$ cat config.mk
export PLATFORM = sky130hd
export DESIGN_NAME = mdu_controller
export DESIGN_NICKNAME = d
export VERILOG_FILES = /design/src/rtl/mdu_controller.sv
export SDC_FILE = /design/constraint.sdc
export NUM_CORES = 1
export LEC_CHECK = 0
export BUFFER_PORTS_ARGS = -buffer_cell sky130_fd_sc_hd__buf_2
export CAP_MARGIN = 0
export CELL_PAD_IN_SITES_DETAIL_PLACEMENT = 0
export CELL_PAD_IN_SITES_GLOBAL_PLACEMENT = 1
export CORE_MARGIN = 10
export CORE_UTILIZATION = 37
export DETAILED_ROUTE_END_ITERATION = 10
export PLACE_DENSITY = 0.7
export SYNTH_ARGS = -nofsm -noshare
export SYNTH_HDL_FRONTEND = slang
export SYNTH_SLANG_ARGS = --single-unit
$ cat constraint.sdc
create_clock -name CLK -period 4.34 [get_ports CLK]
set_clock_uncertainty 0.1 [all_clocks]
set_input_delay 0 -clock CLK [delete_from_list [all_inputs] [get_ports CLK]]
set_output_delay 0 -clock CLK [all_outputs]
set_load 0.005 [all_outputs]
$ cat src/rtl/mdu_controller.sv
// mdu_controller: iterative radix-2 multiply/divide unit for the E stage.
// Owns the HI/LO pair, runs MULT/MULTU/DIV/DIVU in WIDTH steps plus one sign-fix
// cycle, services MTHI/MTLO and raises a stall while HI/LO results are pending.
//
// Ports:
//   CLK, RST          clock, synchronous active-high reset
//   MDU_ValidE        E-stage instruction valid
//   MDU_OpE           3-bit op (none, MULT, MULTU, DIV, DIVU, MTHI, MTLO, reserved)
//   MDU_SrcAE/SrcBE   rs / rt operands
//   MDU_ReadHiLoD     MFHI/MFLO present in Decode
//   MDU_Stall         combinational stall request to the hazard unit
//   MDU_Busy          registered, high while in MUL/DIV/FIX
//   MDU_Hi/MDU_Lo     architectural HI/LO registers
module mdu_controller #(
  parameter int WIDTH = 32
) (
  input  logic             CLK,
  input  logic             RST,
  input  logic             MDU_ValidE,
  input  logic [2:0]       MDU_OpE,
  input  logic [WIDTH-1:0] MDU_SrcAE,
  input  logic [WIDTH-1:0] MDU_SrcBE,
  input  logic             MDU_ReadHiLoD,
  output logic             MDU_Stall,
  output logic             MDU_Busy,
  output logic [WIDTH-1:0] MDU_Hi,
  output logic [WIDTH-1:0] MDU_Lo
);

  localparam int CW = $clog2(WIDTH + 1);
  localparam logic [CW-1:0] CNT_INIT = CW'(WIDTH);
  localparam logic [CW-1:0] CNT_ONE  = CW'(1);

  localparam logic [2:0] OP_MULT  = 3'b001;
  localparam logic [2:0] OP_MULTU = 3'b010;
  localparam logic [2:0] OP_DIV   = 3'b011;
  localparam logic [2:0] OP_DIVU  = 3'b100;
  localparam logic [2:0] OP_MTHI  = 3'b101;
  localparam logic [2:0] OP_MTLO  = 3'b110;

  typedef enum logic [1:0] {
    S_IDLE = 2'd0,
    S_MUL  = 2'd1,
    S_DIV  = 2'd2,
    S_FIX  = 2'd3
  } state_t;

  state_t               r_state;
  state_t               w_next;
  logic [CW-1:0]        r_cnt;
  logic [WIDTH-1:0]     r_opnd;      // multiplicand or divisor magnitude
  logic [2*WIDTH-1:0]   r_acc;       // {partial product | remainder, multiplier | quotient}
  logic                 r_is_div;
  logic                 r_neg_q;     // operand signs differ on a signed op
  logic                 r_neg_r;     // dividend negative on a signed divide
  logic                 r_busy;
  logic [WIDTH-1:0]     r_hi;
  logic [WIDTH-1:0]     r_lo;

  // ---------------- operation decode ----------------
  logic w_op_mul, w_op_div, w_op_md, w_op_any, w_op_signed;
  logic w_sign_a, w_sign_b, w_b_zero, w_start;
  logic [WIDTH-1:0] w_mag_a, w_mag_b;

  assign w_op_mul    = (MDU_OpE == OP_MULT) || (MDU_OpE == OP_MULTU);
  assign w_op_div    = (MDU_OpE == OP_DIV)  || (MDU_OpE == OP_DIVU);
  assign w_op_md     = w_op_mul || w_op_div;
  assign w_op_any    = (MDU_OpE != 3'b000) && (MDU_OpE != 3'b111);
  assign w_op_signed = (MDU_OpE == OP_MULT) || (MDU_OpE == OP_DIV);

  assign w_sign_a = w_op_signed && MDU_SrcAE[WIDTH-1];
  assign w_sign_b = w_op_signed && MDU_SrcBE[WIDTH-1];
  // Negating the most-negative value yields itself, which read as unsigned is
  // exactly its magnitude, so no special case is needed.
  assign w_mag_a  = w_sign_a ? -MDU_SrcAE : MDU_SrcAE;
  assign w_mag_b  = w_sign_b ? -MDU_SrcBE : MDU_SrcBE;
  assign w_b_zero = (MDU_SrcBE == '0);

  // Divide-by-zero completes immediately, so it never starts the iterator.
  assign w_start = MDU_ValidE && w_op_md && !(w_op_div && w_b_zero);

  // ---------------- datapath step logic ----------------
  logic [WIDTH:0]     w_mul_sum;
  logic [WIDTH:0]     w_div_top;
  logic               w_div_ge;
  logic [WIDTH-1:0]   w_div_diff;
  logic [2*WIDTH-1:0] w_prod;
  logic [WIDTH-1:0]   w_acc_hi, w_acc_lo, w_quo, w_rem;

  assign w_acc_hi = r_acc[2*WIDTH-1:WIDTH];
  assign w_acc_lo = r_acc[WIDTH-1:0];

  // Shift-add: conditionally add the multiplicand into the upper half, keeping
  // the carry so the following right shift does not lose it.
  assign w_mul_sum = {1'b0, w_acc_hi} +
                     (r_acc[0] ? {1'b0, r_opnd} : {(WIDTH+1){1'b0}});

  // Restoring divide: the shifted partial remainder needs WIDTH+1 bits since
  // the remainder can be as large as divisor-1 before the shift.
  assign w_div_top  = r_acc[2*WIDTH-1:WIDTH-1];
  assign w_div_ge   = (w_div_top >= {1'b0, r_opnd});
  assign w_div_diff = w_div_top[WIDTH-1:0] - r_opnd;

  assign w_prod = r_neg_q ? -r_acc : r_acc;
  assign w_quo  = r_neg_q ? -w_acc_lo : w_acc_lo;
  assign w_rem  = r_neg_r ? -w_acc_hi : w_acc_hi;

  // ---------------- next-state logic ----------------
  always_comb begin
    w_next = r_state;
    case (r_state)
      S_IDLE: begin
        if (w_start) begin
          w_next = w_op_div ? S_DIV : S_MUL;
        end
      end
      S_MUL: begin
        if (r_cnt == CNT_ONE) begin
          w_next = S_FIX;
        end
      end
      S_DIV: begin
        if (r_cnt == CNT_ONE) begin
          w_next = S_FIX;
        end
      end
      S_FIX: begin
        w_next = S_IDLE;
      end
      default: begin
        w_next = S_IDLE;
      end
    endcase
  end

  // ---------------- state and datapath registers ----------------
  always_ff @(posedge CLK) begin
    if (RST) begin
      r_state  <= S_IDLE;
      r_cnt    <= '0;
      r_opnd   <= '0;
      r_acc    <= '0;
      r_is_div <= 1'b0;
      r_neg_q  <= 1'b0;
      r_neg_r  <= 1'b0;
      r_busy   <= 1'b0;
      r_hi     <= '0;
      r_lo     <= '0;
    end else begin
      r_state <= w_next;
      r_busy  <= (w_next != S_IDLE);
      case (r_state)
        S_IDLE: begin
          if (MDU_ValidE) begin
            if (w_op_mul) begin
              r_opnd   <= w_mag_a;
              r_acc    <= {{WIDTH{1'b0}}, w_mag_b};
              r_cnt    <= CNT_INIT;
              r_is_div <= 1'b0;
              r_neg_q  <= w_sign_a ^ w_sign_b;
              r_neg_r  <= 1'b0;
            end else if (w_op_div) begin
              if (w_b_zero) begin
                r_hi <= MDU_SrcAE;
                r_lo <= '1;
              end else begin
                r_opnd   <= w_mag_b;
                r_acc    <= {{WIDTH{1'b0}}, w_mag_a};
                r_cnt    <= CNT_INIT;
                r_is_div <= 1'b1;
                r_neg_q  <= w_sign_a ^ w_sign_b;
                r_neg_r  <= w_sign_a;
              end
            end else if (MDU_OpE == OP_MTHI) begin
              r_hi <= MDU_SrcAE;
            end else if (MDU_OpE == OP_MTLO) begin
              r_lo <= MDU_SrcAE;
            end
          end
        end
        S_MUL: begin
          r_acc <= {w_mul_sum, r_acc[WIDTH-1:1]};
          r_cnt <= r_cnt - CNT_ONE;
        end
        S_DIV: begin
          r_acc <= w_div_ge ? {w_div_diff, r_acc[WIDTH-2:0], 1'b1}
                            : {r_acc[2*WIDTH-2:0], 1'b0};
          r_cnt <= r_cnt - CNT_ONE;
        end
        S_FIX: begin
          if (r_is_div) begin
            r_hi <= w_rem;
            r_lo <= w_quo;
          end else begin
            r_hi <= w_prod[2*WIDTH-1:WIDTH];
            r_lo <= w_prod[WIDTH-1:0];
          end
        end
        default: begin
          r_cnt <= '0;
        end
      endcase
    end
  end

  // ---------------- outputs ----------------
  // Second term: an MFHI/MFLO in D right behind a mult/div that is only now
  // being accepted must wait even though Busy is not yet set. MTHI/MTLO are
  // excluded there because their write lands before the reader reaches E.
  assign MDU_Stall = (r_busy && (MDU_ReadHiLoD || (MDU_ValidE && w_op_any))) ||
                     (MDU_ReadHiLoD && MDU_ValidE && w_op_md && (r_state == S_IDLE));
  assign MDU_Busy  = r_busy;
  assign MDU_Hi    = r_hi;
  assign MDU_Lo    = r_lo;

endmodule

Word-level counts from Yosys, hierarchy flattened
Index checks and enable logic that the tools add are counted.

Add/subtract/negate cells: 8. $lt $le $gt $ge: 1. Equality and inequality tests: 20. Multiplexer cells: 48. Bitwise gates (word level): 1. Reductions and logical operators: 32.

Operators with widths (count): $mux 32 (21); $mux 64 (6); $pmux 64 s3 (1); $neg 32->32 (4); $pmux 32 s2 (2); $neg 64->64 (1); $add 32x32->33 (1); $ge 33x32->1 (1); $logic_not 32->1 (1); $sub 32x32->32 (1); $mux 6 (4); $ne 3x3->1 const B (7); $pmux 6 s2 (1); $reduce_and 4->1 (3); $logic_and 1x1->1 (11); $eq 3x3->1 const B (3); $mux 1 (9); $reduce_bool 2->1 (4); $eq 3x2->1 const B (2); $eq 6x1->1 const B (1); $logic_or 1x1->1 (6); $mux 2 (3); $ne 2x2->1 const B (3); $pmux 2 s3 (1); 11 further kinds (13).

Flip-flop bits (word level): 172. Bits of input ports: 71. Output and inout bits: 66. Logic and storage cells: 120.

Logic depth before layout (Yosys ltp)
Depth after elaboration: 9. Gate-level depth with buffers: 14. Mapped depth without buffers: 12.

Worst setup path after synthesis
No wires, ideal clock.

Path kind: reg-to-reg. Start point: reg r_acc[0]. End point: reg r_acc[60]. Library setup time: 124 ps. Arrival: 2959 ps. Required time: 4116 ps. Path slack: 1157 ps. Stages on the path, launching flop included: 14. Buffers on the path: 1. Clock period less this slack: 3183 ps. Path through: dfxtp_1 > inv_1 > buf_1 > nor2_1 > ha_1 > a2111oi_0 > o21ai_0 > a21o_1 > a211o_1 > a31oi_1 > o21ai_0 > a21boi_0 > mux2i_1 > nand3_1.

Cells in the longest elaborated chain, start to end: 3.

RTL lines: start: declaration (RTL line 52) `logic [2*WIDTH-1:0] r_acc;`; start signal: assignment (RTL line 157) `r_acc <= {{WIDTH{1'b0}}, w_mag_b};`; start signal: assignment (RTL line 168) `r_acc <= {{WIDTH{1'b0}}, w_mag_a};`; start signal: assignment (RTL line 182) `r_acc <= {w_mul_sum, r_acc[WIDTH-1:1]};`; $mux 32 (RTL line 96) `(r_acc[0] ? {1'b0, r_opnd} : {(WIDTH+1){1'b0}});`; $add 32x32->33 (RTL line 95) `assign w_mul_sum = {1'b0, w_acc_hi} +`; $pmux 64 s3 (RTL line 152) `case (r_state)`.

No other way between the ends. A chain may end at the register's enable or synchronous reset.

Worst setup path after layout
Start point: reg r_state[0]. End point: reg r_acc[26].

Cells in the longest elaborated chain, start to end: 3. Elaborated cells on any way between the ends: 9. Those cells by class: 5 x eq/ne; 1 x mux; 3 x reduce/logical.

RTL lines: start: declaration (RTL line 48) `state_t r_state;`; start signal: assignment (RTL line 150) `r_state <= w_next;`; $eq 2x2->1 (tied with other cells) (RTL line 152); $reduce_bool 3->1 (no source line) (tied with other cells); $reduce_and 4->1 (no source line).

Parallel ways exist; a longest one is shown, timed or not.

==> impl_metrics.ini <==
[synthesis]
synthCells = 2048
syn_avg_cell_area_um2 = 7.244
syn_nets = 2195
syn-cell-area_um2 = 14840
yosysUniqueCellTypes = 75
ys_seq_elements = 172
async_reset_ff_share_pct = 0
synth-edff-count = 0
synth-seq-area-share_pct = 23.21
yosys_warnings = 0
ys.flop_type = dfxtp_1

[pwr]
seqPwrFrac_pct = 36.2
p_clk_share_pct = 33.0
powerDensity_nw_per_um2 = 282.3
switching_share_pct = 38.38
leakage_nw = 7.003
max-vdd-ir-drop_uv = 163.7
p_sw_mw = 1.859
power_mw = 4.844
intPower_mw = 2.985
comb_power_share_pct = 30.8

[timing]
setup_violations = 0
finalHoldViolCount = 0
slew_headroom_pct = 32.87
slew_violations = 0
max_freq_mhz = 269.2
min_period_ns = 3.715
worst_pin_slew_ns = 1.007
period_share_pct = 85.60
rsz0062_at_grt = no
setup_tns_ns = 0

[flow_run]
maxCapViolCount = 0

[drt]
wl_per_cell_um = 23.15
topRoutingLayerUsed = met4
ant_nets = 0
firstDrtPassIters = 6
first_iter_violations = 1782
drc = 0
wl_met2_um = 25290
via_count = 16174
route.met3.wl_um = 5922
wl_um = 62660
wl_met1_um = 28660
drt-vias-per-instance = 5.975

[clocking]
worstSkewPairLatency_ns = 0.46
cts_setup_buffers = 0
clkSinkCount = 172
cts_root_buffer = clkbuf_16
h-tree-depth = 4
cts_resized = 0
cts_inserted_buffers = 17
tritoncts = yes
cts.clk_slew.worst_paths_ns = 0.08
clock_path_buffers = 2
hold_buffers = 44

[global_routing]
grt_max_degree = 84
grt_util_all_layers_pct = 24.66
grt_pass1_wl_um = 92090
grt_pass1_vias = 14842
antenna_found_initial = 0
gr-total-overflow = 0

[critical_path]
max_stage_delay_ns = 0.79
worstPathBufferInverterCount = 2
cp_cell_sequence = inv_1 > ha_1 > nand2_1 > a21o_1 > a21o_1 > nor2_1 > inv_1 > or3_1 > a31oi_1
crit_fanout = 10
required_ns = 4.62
cp.arrival_ns = 4.00
cp_num_cells = 9
worstSetupPathType = reg -> reg
endpoint_kind = flop
cp_slowest_cell = nor2_1
reg2reg_depth = 9
critPathTopFamily = simple AND/OR/NAND/NOR gates
critPathLaunchType = flop

[run_status]
status = finished, final reports clean

[final_layout]
final_nets = 2316
design_area_um2 = 17160
layout_common_cells = nor2_1, nand2_1, dfxtp_1
num-fill-cells = 4152
drive_above_1_share_pct = 12.33
syn2layout_area_growth_pct = 15.64
num_antenna_cells = 0
final_common_cell = nor2_1

[floorplan]
core_um2 = 39730
rows = 73
die_w_um = 220.3
fp.dieH_um = 220.3
die_area_um2 = 48510
initial_core_util_pct = 37.34
io_pins = 137

[worst_hold_path]
holdPathStages = 5
hold_path.class = in -> reg

[place]
io_buffer_count = 136
place_area_um2 = 16120
dp_hpwl_um = 48750
gp_congestion = 0.9411
-- power groups by stage --
stage / Clock [mW] / Sequential, mW / Combinational, mW
floorplan: 0 / 1.74 / 0.961
global placement: 0 / 1.78 / 1.43
detailed placement: 0 / 1.79 / 1.43
CTS: 1.62 / 1.75 / 1.46
global route: 1.66 / 1.76 / 1.61
finish: 1.60 / 1.75 / 1.49
-- registers in the layout, indices dropped and copies added (netlist names) --
name / flops
r_state: 2
r_acc: 64
r_cnt: 6
r_neg_q: 1
MDU_Busy: 1
MDU_Hi: 32
r_neg_r: 1
r_opnd: 32
MDU_Lo: 32
r_is_div: 1
-- per-layer routing --
layer	track usage [%]	vias to the layer above
li1	-	7647
met1	34.92	7667
met2	34.57	757
met3	5.367	103
met4	11.85	0
met5	0	-
-- worst paths after layout --
check | start | end | slack (ns)
max reg2reg | r_state[0]$_SDFF_PP0_ | r_acc[26]$_SDFFE_PP0P_ | 0.62
max | r_state[0]$_SDFF_PP0_ | r_acc[26]$_SDFFE_PP0P_ | 0.62
min | MDU_ValidE | r_state[0]$_SDFF_PP0_ | 0.03
min reg2reg | r_opnd[10]$_SDFFE_PP0P_ | r_opnd[10]$_SDFFE_PP0P_ | 0.36
-- synthesized netlist by cell type (all sizes together), types with 21 or more instances --
| library cell | n | area [um2] |
|---|---|---|
| a211oi | 70 | 525.5 |
| a21o | 28 | 210.2 |
| a21oi | 157 | 785.8 |
| a22oi | 39 | 292.8 |
| a31oi | 23 | 143.9 |
| buf | 42 | 210.2 |
| clkbuf | 99 | 371.6 |
| dfxtp | 172 | 3443 |
| ha | 74 | 925.9 |
| inv | 67 | 251.5 |
| mux2i | 39 | 390.4 |
| nand2 | 229 | 862.1 |
| nand3 | 39 | 195.2 |
| nor2 | 248 | 930.9 |
| nor3 | 63 | 315.3 |
| o211ai | 30 | 225.2 |
| o21ai | 136 | 680.7 |
| o31ai | 21 | 157.7 |
| xnor2 | 85 | 744.5 |
| xor2 | 89 | 779.5 |
-- cell families after synthesis --
| group | share of synthesized area, % |
|---|---|
| flops | 23.21 |
| compound gates | 28.01 |
| mux | 3.618 |
| fa+ha+maj | 6.510 |
| xor+xnor | 10.27 |
| buf+inv | 5.616 |
| simple gates | 22.77 |
-- per-stage QoR --
step	std cells	util, %	hold slack, ns	setup WS, ns
finish	2707	43.18	0.02902	0.6249
global route	2707	43.18	0.01849	0.4988
CTS	2707	43.18	0.0001659	0.7176
detailed placement	2631	40.58	0.2032	0.7547
global placement	2631	40.58	0.1957	0.8271
floorplan	2048	-	0.05467	1.157
-- worst register-to-register path: stages (launching register included) --
cell and delay [ns]:
dfxtp_1 0.40, inv_1 0.12, ha_1 0.35, nand2_1 0.26
a21o_1 0.28, a21o_1 0.30, nor2_1 0.80, inv_1 0.43
or3_1 0.48, a31oi_1 0.14
-- cell type report --
class | instances | area (um2) | share of cell area [%]
clock inverters | 15 | 168.9 | 0.9845
inverters | 67 | 251.5 | 1.466
flip-flops and latches | 172 | 3443 | 20.07
multi-input cells | 1668 | 10620 | 61.87
well taps | 525 | 656.9 | 3.828
clock buffers | 17 | 425.4 | 2.479
repair buffers | 243 | 1597 | 9.305
Note: power is estimated with default switching activity, not from simulation.
